--- src/rtl/uart_pkg.sv ---
// Shared types and helpers for the framed UART transmitter.
// The PARITY state is always enumerated; it is only reachable when UART_TX_PARITY_EN is defined.
package uart_pkg;

   typedef enum logic [2:0] {
      IDLE   = 3'd0,
      START  = 3'd1,
      DATA   = 3'd2,
      PARITY = 3'd3,
      STOP   = 3'd4
   } state_t;

   localparam logic IDLE_LEVEL  = 1'b1;
   localparam logic START_LEVEL = 1'b0;

   function automatic int div_w(input int clks);
      return $clog2(clks) + 1;
   endfunction

   // Counter width that never collapses to zero bits.
   function automatic int cnt_w(input int n);
      return (n > 1) ? $clog2(n) : 1;
   endfunction

endpackage

--- src/rtl/uart_baud_tick.sv ---
// Bit-period divider: bit_end pulses in the last clock of each serial bit.
// restart holds the count at zero so a new frame always begins on a fresh bit.
module uart_baud_tick
   import uart_pkg::*;
#(
   parameter int CLKS_PER_BIT = 1
) (
   input  logic CLK,
   input  logic RESET,
   input  logic restart,
   output logic bit_end
);

   generate
      if (CLKS_PER_BIT == 1) begin : g_nodiv
         logic unused_ok;
         assign unused_ok = ^{CLK, RESET, restart};
         assign bit_end   = 1'b1;
      end else begin : g_div
         localparam int DIV_W = div_w(CLKS_PER_BIT);
         localparam logic [DIV_W-1:0] LAST = DIV_W'(CLKS_PER_BIT - 1);

         logic [DIV_W-1:0] div_cnt;

         always_ff @(posedge CLK or posedge RESET) begin
            if (RESET) begin
               div_cnt <= '0;
            end else if (restart || (div_cnt == LAST)) begin
               div_cnt <= '0;
            end else begin
               div_cnt <= div_cnt + 1'b1;
            end
         end

         assign bit_end = (div_cnt == LAST);
      end
   endgenerate

endmodule

--- src/rtl/uart_tx_framed.sv ---
// Framed UART transmitter: start, DATA_W data bits, optional parity, STOP_BITS stop bits.
// Define UART_TX_PARITY_EN to insert the parity bit after the data bits.
module uart_tx_framed
   import uart_pkg::*;
#(
   parameter int DATA_W       = 8,
   parameter int CLKS_PER_BIT = 1,
   parameter int STOP_BITS    = 1,
   parameter int MSB_FIRST    = 1,
   parameter int ODD_PARITY   = 0
) (
   input  logic              CLK,
   input  logic              RESET,
   input  logic [DATA_W-1:0] data,
   input  logic              valid,
   output logic              ready,
   output logic              tx,
   output logic              busy
);

   localparam int BIT_W = cnt_w(DATA_W);
   localparam logic [BIT_W-1:0] LAST_BIT = BIT_W'(DATA_W - 1);
   localparam logic LAST_STOP = 1'(STOP_BITS - 1);

   state_t            state_q, state_d;
   logic [BIT_W-1:0]  bit_cnt_q, bit_cnt_d;
   logic              stop_cnt_q, stop_cnt_d;
   logic [DATA_W-1:0] shift_q, shift_d;
   logic              tx_q, tx_d;
   logic              bit_end, last_stop, accept;
`ifdef UART_TX_PARITY_EN
   logic              par_q, par_d;
`else
   localparam logic unused_odd = 1'(ODD_PARITY);
`endif

   function automatic logic lead_bit(input logic [DATA_W-1:0] s);
      return (MSB_FIRST != 0) ? s[DATA_W-1] : s[0];
   endfunction

   function automatic logic [DATA_W-1:0] advance(input logic [DATA_W-1:0] s);
      return (MSB_FIRST != 0) ? (s << 1) : (s >> 1);
   endfunction

   // Ready in the last stop clock lets a held valid start the next frame with no idle gap.
   assign last_stop = (state_q == STOP) && bit_end && (stop_cnt_q == LAST_STOP);
   assign ready     = (state_q == IDLE) || last_stop;
   assign accept    = valid && ready;
   assign busy      = (state_q != IDLE);
   assign tx        = tx_q;

   uart_baud_tick #(
      .CLKS_PER_BIT (CLKS_PER_BIT)
   ) u_baud (
      .CLK     (CLK),
      .RESET   (RESET),
      .restart ((state_q == IDLE) || accept),
      .bit_end (bit_end)
   );

   always_comb begin
      state_d    = state_q;
      bit_cnt_d  = bit_cnt_q;
      stop_cnt_d = stop_cnt_q;
      shift_d    = shift_q;
      tx_d       = tx_q;
`ifdef UART_TX_PARITY_EN
      par_d      = par_q;
`endif
      case (state_q)
         START: if (bit_end) begin
            state_d   = DATA;
            bit_cnt_d = '0;
            tx_d      = lead_bit(shift_q);
         end
         DATA: if (bit_end) begin
            if (bit_cnt_q == LAST_BIT) begin
`ifdef UART_TX_PARITY_EN
               state_d    = PARITY;
               tx_d       = par_q;
`else
               state_d    = STOP;
               stop_cnt_d = 1'b0;
               tx_d       = IDLE_LEVEL;
`endif
            end else begin
               bit_cnt_d = bit_cnt_q + 1'b1;
               shift_d   = advance(shift_q);
               tx_d      = lead_bit(advance(shift_q));
            end
         end
`ifdef UART_TX_PARITY_EN
         PARITY: if (bit_end) begin
            state_d    = STOP;
            stop_cnt_d = 1'b0;
            tx_d       = IDLE_LEVEL;
         end
`endif
         STOP: if (bit_end) begin
            if (stop_cnt_q == LAST_STOP) begin
               state_d = IDLE;
               tx_d    = IDLE_LEVEL;
            end else begin
               stop_cnt_d = stop_cnt_q + 1'b1;
            end
         end
         default: begin
            state_d = IDLE;
            tx_d    = IDLE_LEVEL;
         end
      endcase
      if (accept) begin
         state_d    = START;
         shift_d    = data;
         bit_cnt_d  = '0;
         stop_cnt_d = 1'b0;
         tx_d       = START_LEVEL;
`ifdef UART_TX_PARITY_EN
         par_d      = (^data) ^ 1'(ODD_PARITY);
`endif
      end
   end

   always_ff @(posedge CLK or posedge RESET) begin
      if (RESET) begin
         state_q    <= IDLE;
         bit_cnt_q  <= '0;
         stop_cnt_q <= 1'b0;
         shift_q    <= '0;
         tx_q       <= IDLE_LEVEL;
`ifdef UART_TX_PARITY_EN
         par_q      <= 1'b0;
`endif
      end else begin
         state_q    <= state_d;
         bit_cnt_q  <= bit_cnt_d;
         stop_cnt_q <= stop_cnt_d;
         shift_q    <= shift_d;
         tx_q       <= tx_d;
`ifdef UART_TX_PARITY_EN
         par_q      <= par_d;
`endif
      end
   end

endmodule

--- config.mk ---
export PLATFORM = sky130hd
export DESIGN_NAME = uart_tx_framed
export DESIGN_NICKNAME = d
export VERILOG_FILES = /design/src/rtl/uart_pkg.sv /design/src/rtl/uart_baud_tick.sv /design/src/rtl/uart_tx_framed.sv
export SDC_FILE = /design/constraint.sdc
export NUM_CORES = 1
export LEC_CHECK = 0
export CAP_MARGIN = 10
export CORE_MARGIN = 2
export CORE_UTILIZATION = 46
export CTS_CLUSTER_SIZE = 25
export DETAILED_ROUTE_END_ITERATION = 10
export GPL_ROUTABILITY_DRIVEN = 0
export PLACE_DENSITY = 0.78
export SYNTH_ARGS = -nofsm -noshare
export SYNTH_HDL_FRONTEND = slang
export SYNTH_HIERARCHICAL = 1
export SYNTH_SLANG_ARGS = --single-unit
--- constraint.sdc ---
create_clock -name CLK -period 1.85 [get_ports CLK]
set_clock_uncertainty 0.15 [all_clocks]
set_input_delay 0.37 -clock CLK [delete_from_list [all_inputs] [get_ports CLK]]
set_output_delay 0.37 -clock CLK [all_outputs]
set_load 0.01 [all_outputs]
# After elaboration in Yosys (flattened, before gate mapping)

Cells that the tools add are included.

Shifts and indexed selects: 0
Order comparisons: 0
Add/sub/neg operators: 2
Eq/ne operators: 8
Reduce and logical (&&, ||, !) cells: 12
Mux-type cells: 18
$mul: 0
Div/mod/pow operators: 0
Bitwise operators: 1

Operator list:

| kind                                                            | number |
|---|---|
| 8-bit two-way mux                                               | 3 |
| 3-bit two-way mux                                               | 5 |
| 3-bit inequality test, second input constant                    | 3 |
| 3-bit one-hot mux with 3 select lines                           | 1 |
| 3-bit nonzero test                                              | 3 |
| 2-bit AND reduction                                             | 4 |
| 3-bit == test, second input constant                            | 2 |
| 1-bit two-way mux                                               | 6 |
| 3-bit one-hot mux with 2 select lines                           | 1 |
| 3-bit by 1-bit adder with 3-bit output, second input constant   | 1 |
| 3-bit by 1-bit == test with 1-bit output, second input constant | 1 |
| 3-bit by 2-bit == test with 1-bit output, second input constant | 1 |
| 3-bit logical NOT                                               | 1 |
| 1-bit one-hot mux with 3 select lines                           | 1 |
| 1-bit logical AND                                               | 2 |
| 2-bit inequality test, second input constant                    | 1 |
| 1-bit one-hot mux with 2 select lines                           | 1 |
| 2-bit nonzero test                                              | 1 |
| 1-bit adder, second input constant                              | 1 |
| 1-bit logical OR                                                | 1 |
| 1-bit inverter                                                  | 1 |

Logic and storage cells: 46
Bits of input ports: 11
Output and inout bits: 3
Latch bits: 0
Bits in writable memories: 0
ROM bits: 0
Bits in registers: 16
Memories: 0

# Longest topological paths before layout

Gate-level depths: netlist of the first run.

Word-level depth: 6
Gate-level depth with buffers: 7
Gate-level depth less buffers: 6

# Hierarchy

Netlist of the first run, hierarchy kept.

Modules (own cells, without submodules):

| module         | seq. area each (um^2) | instances | area an instance (um^2) | cells each |
|---|---|---|---|---|
| uart_tx_framed | 376.6                 | 1         | 858.3                   | 78 |
| uart_baud_tick | 0.0                   | 1         | 11.3                    | 2 |

# Least setup slack after synthesis of the first run

OpenSTA, ideal clock, no wires.

Kind: reg2reg
Start point: register bit_cnt_q[0]
End point: register shift_q[7]
Path buffers: 1
Library setup time: 0.119 ns
Stages on the path, launching flop included: 8
Period minus slack after synthesis: 1.816 ns
Setup slack: 0.034 ns
Data required time: 1.581 ns
Arrival: 1.547 ns
Cell sequence: dfrtp_1 ha_1 ha_1 nand2b_1 nor3_2 buf_6 mux2i_1 o21ai_2

Cells in the longest elaborated chain, start to end: 3

RTL lines:

| element                                | line                  | RTL |
|---|---|---|
| start: declaration                     | uart_tx_framed.sv:26  | `logic [BIT_W-1:0] bit_cnt_q, bit_cnt_d;` |
| start signal: assignment               | uart_tx_framed.sv:136 | `bit_cnt_q <= bit_cnt_d;` |
| 3-bit == test                          | uart_tx_framed.sv:77  | `if (bit_cnt_q == LAST_BIT) begin` |
| 2-bit inequality test (no source line) | --                    |  |
| 2-bit AND reduction (no source line)   | --                    |  |
| end signal: assignment                 | uart_tx_framed.sv:138 | `shift_q <= shift_d;` |
| end: declaration                       | uart_tx_framed.sv:28  | `logic [DATA_W-1:0] shift_q, shift_d;` |

No other way between the ends.
A chain may end at the register's enable or synchronous reset.

# Worst setup path after layout of the first run

Ends and elaborated chain as after synthesis.

==> impl_metrics.json, run 1 <==
{
  "p_leak_nw": 0.5036,
  "dp.cells": 120,
  "drc": 0,
  "fin_ws_ns": 0.06966,
  "netSwitchingPower_mw": 0.5343,
  "reg2reg_to": "shift_q[7]$_DFFE_PP0P_",
  "vias": 683,
  "globalRouteTotalUtil": 0.1859,
  "io_buffers": 13,
  "max_cap_viol_count": 0,
  "antenna_found_initial": 0,
  "start_util": 0.4946,
  "synthesis.nets": 92,
  "io_pins": 14,
  "endpoint_kind": "flip-flop",
  "min_period_ns": 1.780,
  "fp-row-count": 15,
  "diodes": 0,
  "overflow": 0,
  "wirelength_mm": 1.656,
  "hold_viol": 0,
  "synthCells": 79,
  "grt_pass1_wl_mm": 2.835,
  "ant_nets": 0,
  "reg2reg_from": "bit_cnt_q[0]$_DFFE_PP0P_",
  "core_um2": 1745,
  "worstRegToRegCells": 7,
  "r2r_slack_ns": 0.07,
  "die_width_um": 47.32,
  "drt_iter0_drc": 17,
  "cts_max_level": 1,
  "holdBufCountCts": 0,
  "fillers": 146,
  "max_freq_mhz": 561.7,
  "nets": 116,
  "post_drt_wl_per_cell_um": 13.04,
  "power_frac_seq": 0.376,
  "dp_hpwl_mm": 1.222,
  "cts_sinks": 15,
  "power_frac_comb": 0.496,
  "regArea_um2": 376.6,
  "dieHeight_um": 47.32,
  "synthToLayoutAreaGrowth_pct": 28.41,
  "layout-drive-gt1-share": 0.2843,
  "numCtsBuffers": 3,
  "via_per_inst": 5.378,
  "period_share": 0.9623,
  "crit_chain": "ha_2 -> ha_2 -> nand2b_4 -> nor3_4 -> buf_6 -> mux2i_2 -> o21ai_2",
  "multiInputGateArea_um2": 446.7,
  "worstPathRequired_ns": 1.88,
  "slew_violations": 0,
  "status": "finished, final reports clean",
  "cpPeakStageDelay_ns": 0.39,
  "hold_path_class": "in2async",
  "cts_tree": "built",
  "swShare": 0.3614,
  "cp_max_fo": 5,
  "fin_cells": 127,
  "pre_cts_ws_ns": -0.0009580,
  "grt_max_degree": 16,
  "clk-insertion-delay-late_ns": 0.29,
  "synth_area_um2": 863.3,
  "power_density_nw_per_um2": 1334,
  "tns_ns": 0,
  "finalSetupViolations": 0,
  "synth_area_per_cell_um2": 10.93,
  "p_int_mw": 0.9443,
  "root_buffer": "clkbuf_4",
  "clkTransAtPathRegs_ns": 0.09,
  "yosys_warnings": 6,
  "cpMaxStageDelayCell": "dfrtp_1",
  "power_frac_clock": 0.129,
  "dieArea_um2": 2239,
  "crit_top_cell": "ha_2",
  "cp-start-kind": "flip-flop",
  "arrival_ns": 1.81,
  "dr.pass1.iters": 4,
  "whs_ns": 0.2381,
  "grt_pass1_vias": 651,
  "crit_type": "reg2reg",
  "ir_drop_uv": 775.1,
  "cts.path.max_buffers": 2
}
worst max-delay path: cells and delay by family, from the launching register on:
family / cells / cell delay, ns
AND/OR/NAND/NOR: 2 / 0.34
buffers and inverters: 1 / 0.15
adder cells (fa/ha/maj): 2 / 0.36
multiplexers: 1 / 0.22
flip-flops: 1 / 0.39
AO/OA/AOI/OAI: 1 / 0.06
power groups by stage:
stage / clock [mW] / combinational (mW) / sequential [mW]
2_1_floorplan: 0 / 0.479 / 0.555
3_3_place_gp: 0 / 0.690 / 0.552
3_5_place_dp: 0 / 0.708 / 0.560
4_1_cts: 0.197 / 0.712 / 0.555
5_1_grt: 0.211 / 0.824 / 0.573
6_report: 0.190 / 0.733 / 0.555
layout make-up:
type,instances,share of cell area
sequential,15,0.3397
clock buffer,4,0.02370
multi-input combinational,56,0.4029
timing repair buffer,26,0.2020
tap,25,0.02822
inverter,1,0.003386
cell usage in the layout, fill, tap and decap left out, types with 2 or more instances in the layout:
cell type	instances
dfrtp_1	14
buf_4	12
clkdlybuf4s50_1	10
a22o_1	9
a21o_1	6
nand2b_1	5
nor4_1	4
a21oi_1	4
clkbuf_4	3
nor3_4	2
nand2b_4	2
nand2_1	2
o21ai_0	2
nor3_1	2
nand3b_1	2
ha_2	2
dlygate4sd2_1	2
stage by stage:
step,cell area (um2),total power [mW],util
2_1_floorplan,863.3,1.034,-
3_3_place_gp,1041,1.242,0.5964
3_5_place_dp,1041,1.268,0.5964
4_1_cts,1084,1.464,0.6208
5_1_grt,1109,1.608,0.6351
6_report,1109,1.479,0.6351
sequential cells by signal (all words and copies together), names as in the netlist:
signal,cells
bit_cnt_q,3
shift_q,8
state_q,3
tx,1
layer usage:
| metal | share of wire | GRT usage |
|---|---|---|
| met5 | 0 | 0 |
| met4 | 0.011 | 0.08333 |
| met3 | 0.045 | 0.06154 |
| met2 | 0.48 | 0.2703 |
| met1 | 0.46 | 0.2494 |
what timing repair did:
item | CTS | global route
gates resized for setup | 5 | 6
buffers inserted | 2 | 1
endpoints found under the setup margin | 6 | 13
hold endpoints to repair | 0 | 0
gates cloned | 0 | 0
pin swaps | 0 | 2
worst max path at each step:
stage / from / end / slack [ns] / cells past startpoint
floorplan: bit_cnt_q[0]$_DFFE_PP0P_ / shift_q[7]$_DFFE_PP0P_ / 0.03 / 7
global route: bit_cnt_q[0]$_DFFE_PP0P_ / shift_q[7]$_DFFE_PP0P_ / -0.006 / 7
global placement: valid / shift_q[2]$_DFFE_PP0P_ / 0.01 / 6
CTS: bit_cnt_q[0]$_DFFE_PP0P_ / shift_q[7]$_DFFE_PP0P_ / 0.007 / 7
finish: bit_cnt_q[0]$_DFFE_PP0P_ / shift_q[7]$_DFFE_PP0P_ / 0.07 / 7
detailed placement: valid / shift_q[2]$_DFFE_PP0P_ / -0.001 / 6
Note: power is estimated with default switching activity, not from simulation.
==> run 2: changes to the inputs <==
--- a/config.mk
+++ b/config.mk
@@ -5,13 +5,14 @@
 export SDC_FILE = /design/constraint.sdc
 export NUM_CORES = 1
 export LEC_CHECK = 0
+export ABC_AREA = 0
 export CAP_MARGIN = 10
 export CORE_MARGIN = 2
-export CORE_UTILIZATION = 46
+export CORE_UTILIZATION = 55
 export CTS_CLUSTER_SIZE = 25
 export DETAILED_ROUTE_END_ITERATION = 10
 export GPL_ROUTABILITY_DRIVEN = 0
-export PLACE_DENSITY = 0.78
+export PLACE_DENSITY = 0.87
 export SYNTH_ARGS = -nofsm -noshare
 export SYNTH_HDL_FRONTEND = slang
 export SYNTH_HIERARCHICAL = 1
==> constraint.sdc (replaced) <==
create_clock -name CLK -period 2.1 [get_ports CLK]
set_clock_uncertainty 0.15 [all_clocks]
set_input_delay 0.42 -clock CLK [delete_from_list [all_inputs] [get_ports CLK]]
set_output_delay 0.42 -clock CLK [all_outputs]
set_load 0.01 [all_outputs]
==> impl_metrics.json, run 2 (same netlist as run 1, synthesis figures left out) <==
{
  "status": "finished, final reports clean",
  "drc": 0,
  "fp-row-count": 14,
  "vias": 679,
  "largest_register_ffs": 8,
  "grt_max_degree": 16,
  "hold_path_class": "in2async",
  "overflow": 0,
  "reg2reg_to": "shift_q[0]$_DFFE_PP0P_",
  "r2r_slack_ns": 0.14,
  "holdBufCountCts": 0,
  "crit_chain": "nor3_1 -> clkdlybuf4s50_1",
  "post_drt_wl_per_cell_um": 14.66,
  "min_period_ns": 2.001,
  "arrival_ns": 1.43,
  "swShare": 0.3687,
  "dp_hpwl_mm": 1.163,
  "grt_pass1_vias": 565,
  "drt_iter0_drc": 11,
  "via_per_inst": 6.173,
  "globalRouteTotalUtil": 0.1821,
  "power_frac_seq": 0.391,
  "diodes": 0,
  "slew_violations": 0,
  "max_freq_mhz": 499.7,
  "rsz0062_at_grt": "false",
  "cpPeakStageDelay_ns": 0.56,
  "hold_viol": 0,
  "die_width_um": 43.62,
  "worst_pin_slew_ns": 0.5877,
  "ir_drop_uv": 592.3,
  "ant_nets": 0,
  "nets": 108,
  "power_density_nw_per_um2": 1225,
  "finalSetupViolations": 0,
  "period_share": 0.9529,
  "cp_max_fo": 3,
  "numCtsBuffers": 3,
  "io_buffers": 13,
  "root_buffer": "clkbuf_4",
  "dr.pass1.iters": 5,
  "layout-drive-gt1-share": 0.1809,
  "max_cap_viol_count": 0,
  "p_leak_nw": 0.4674,
  "largest_registers": "shift_q (8), bit_cnt_q (3), state_q (3)",
  "cts_max_level": 1,
  "cts_resized": 1,
  "wirelength_mm": 1.613,
  "cp-start-kind": "flip-flop",
  "slew_headroom": 0.6078,
  "final_common_cell": "dfrtp_1",
  "antenna_found_initial": 0,
  "netSwitchingPower_mw": 0.4657,
  "dieHeight_um": 43.62,
  "core_um2": 1489,
  "endpoint_kind": "output pin",
  "cpMaxStageDelayCell": "clkdlybuf4s50_1",
  "fin_area_um2": 1031,
  "power_frac_clock": 0.136,
  "reg2reg_from": "bit_cnt_q[0]$_DFFE_PP0P_",
  "worstRegToRegCells": 7,
  "placed_cell_area_um2": 1005,
  "clk-insertion-delay-late_ns": 0.29,
  "io_pins": 14,
  "cts_sinks": 15,
  "postCtsSetupBuffers": 0,
  "worstPathRequired_ns": 1.53,
  "regMostFlops": "shift_q",
  "clkTransAtPathRegs_ns": 0.09,
  "p_int_mw": 0.7972,
  "grt_pass1_wl_mm": 2.484,
  "dieArea_um2": 1903,
  "cts.path.max_buffers": 2,
  "cts_tree": "built",
  "synthToLayoutAreaGrowth_pct": 19.42,
  "power_frac_comb": 0.474,
  "crit_type": "reg2out",
  "start_util": 0.5798,
  "tns_ns": 0,
  "final_cell_mix": "14 x dfrtp_1, 12 x clkdlybuf4s50_1, 9 x a22o_1",
  "fillers": 107
}
run 2: cell type report:
type	count	area (um2)	share of cell area
tap	16	20.02	0.01942
clock buffer	3	22.52	0.02184
multi-input combinational	56	424.2	0.4114
sequential	15	376.6	0.3653
timing repair buffer	18	178.9	0.1735
inverter	1	3.754	0.003641
clock inverter	1	5.005	0.004854
run 2: layer usage:
layer | global-route usage | vias to the layer above | wire length [um]
met2 | 0.2500 | 36 | 759
met1 | 0.2627 | 320 | 710
met5 | 0 | - | 0
li1 | - | 316 | -
met3 | 0.02500 | 7 | 96
met4 | 0.1273 | 0 | 46
run 2: worst max-delay path by stage:
stage	slack (ns)	end	startpoint	cells past startpoint
3_3_place_gp	0.19	shift_q[0]$_DFFE_PP0P_	bit_cnt_q[0]$_DFFE_PP0P_	7
3_5_place_dp	0.15	shift_q[7]$_DFFE_PP0P_	bit_cnt_q[0]$_DFFE_PP0P_	7
6_report	0.1	ready	state_q[0]$_DFFE_PP0P_	2
5_1_grt	0.01	ready	state_q[0]$_DFFE_PP0P_	2
2_1_floorplan	0.28	shift_q[7]$_DFFE_PP0P_	bit_cnt_q[0]$_DFFE_PP0P_	7
4_1_cts	0.09	ready	state_q[0]$_DFFE_PP0P_	2
run 2: critical path: cells and delay by family, from the launching register on:
family | cells | cell delay [ns]
buf+inv | 1 | 0.56
flops | 1 | 0.40
simple gates | 1 | 0.18
run 2: power groups by stage:
stage               registers, mW  clock network (mW)  logic, mW
global placement            0.490                   0      0.584
CTS                         0.492               0.177      0.599
finish                      0.494               0.171      0.598
floorplan                   0.489                   0      0.422
global route                0.506               0.183      0.651
detailed placement          0.499                   0      0.605
run 2: stage by stage:
stage                     setup WS, ns  power [mW]  std cells  hold WS (ns)  utilization
after floorplan                 0.2842      0.9108         79        0.1708            -
after global placement          0.1868       1.075        106        0.3092       0.6748
after detailed placement        0.1476       1.103        106        0.3213       0.6748
after CTS                      0.09132       1.268        110        0.3438       0.6924
after global routing           0.01254       1.340        110        0.3592       0.6924
final                          0.09897       1.263        110        0.3307       0.6924
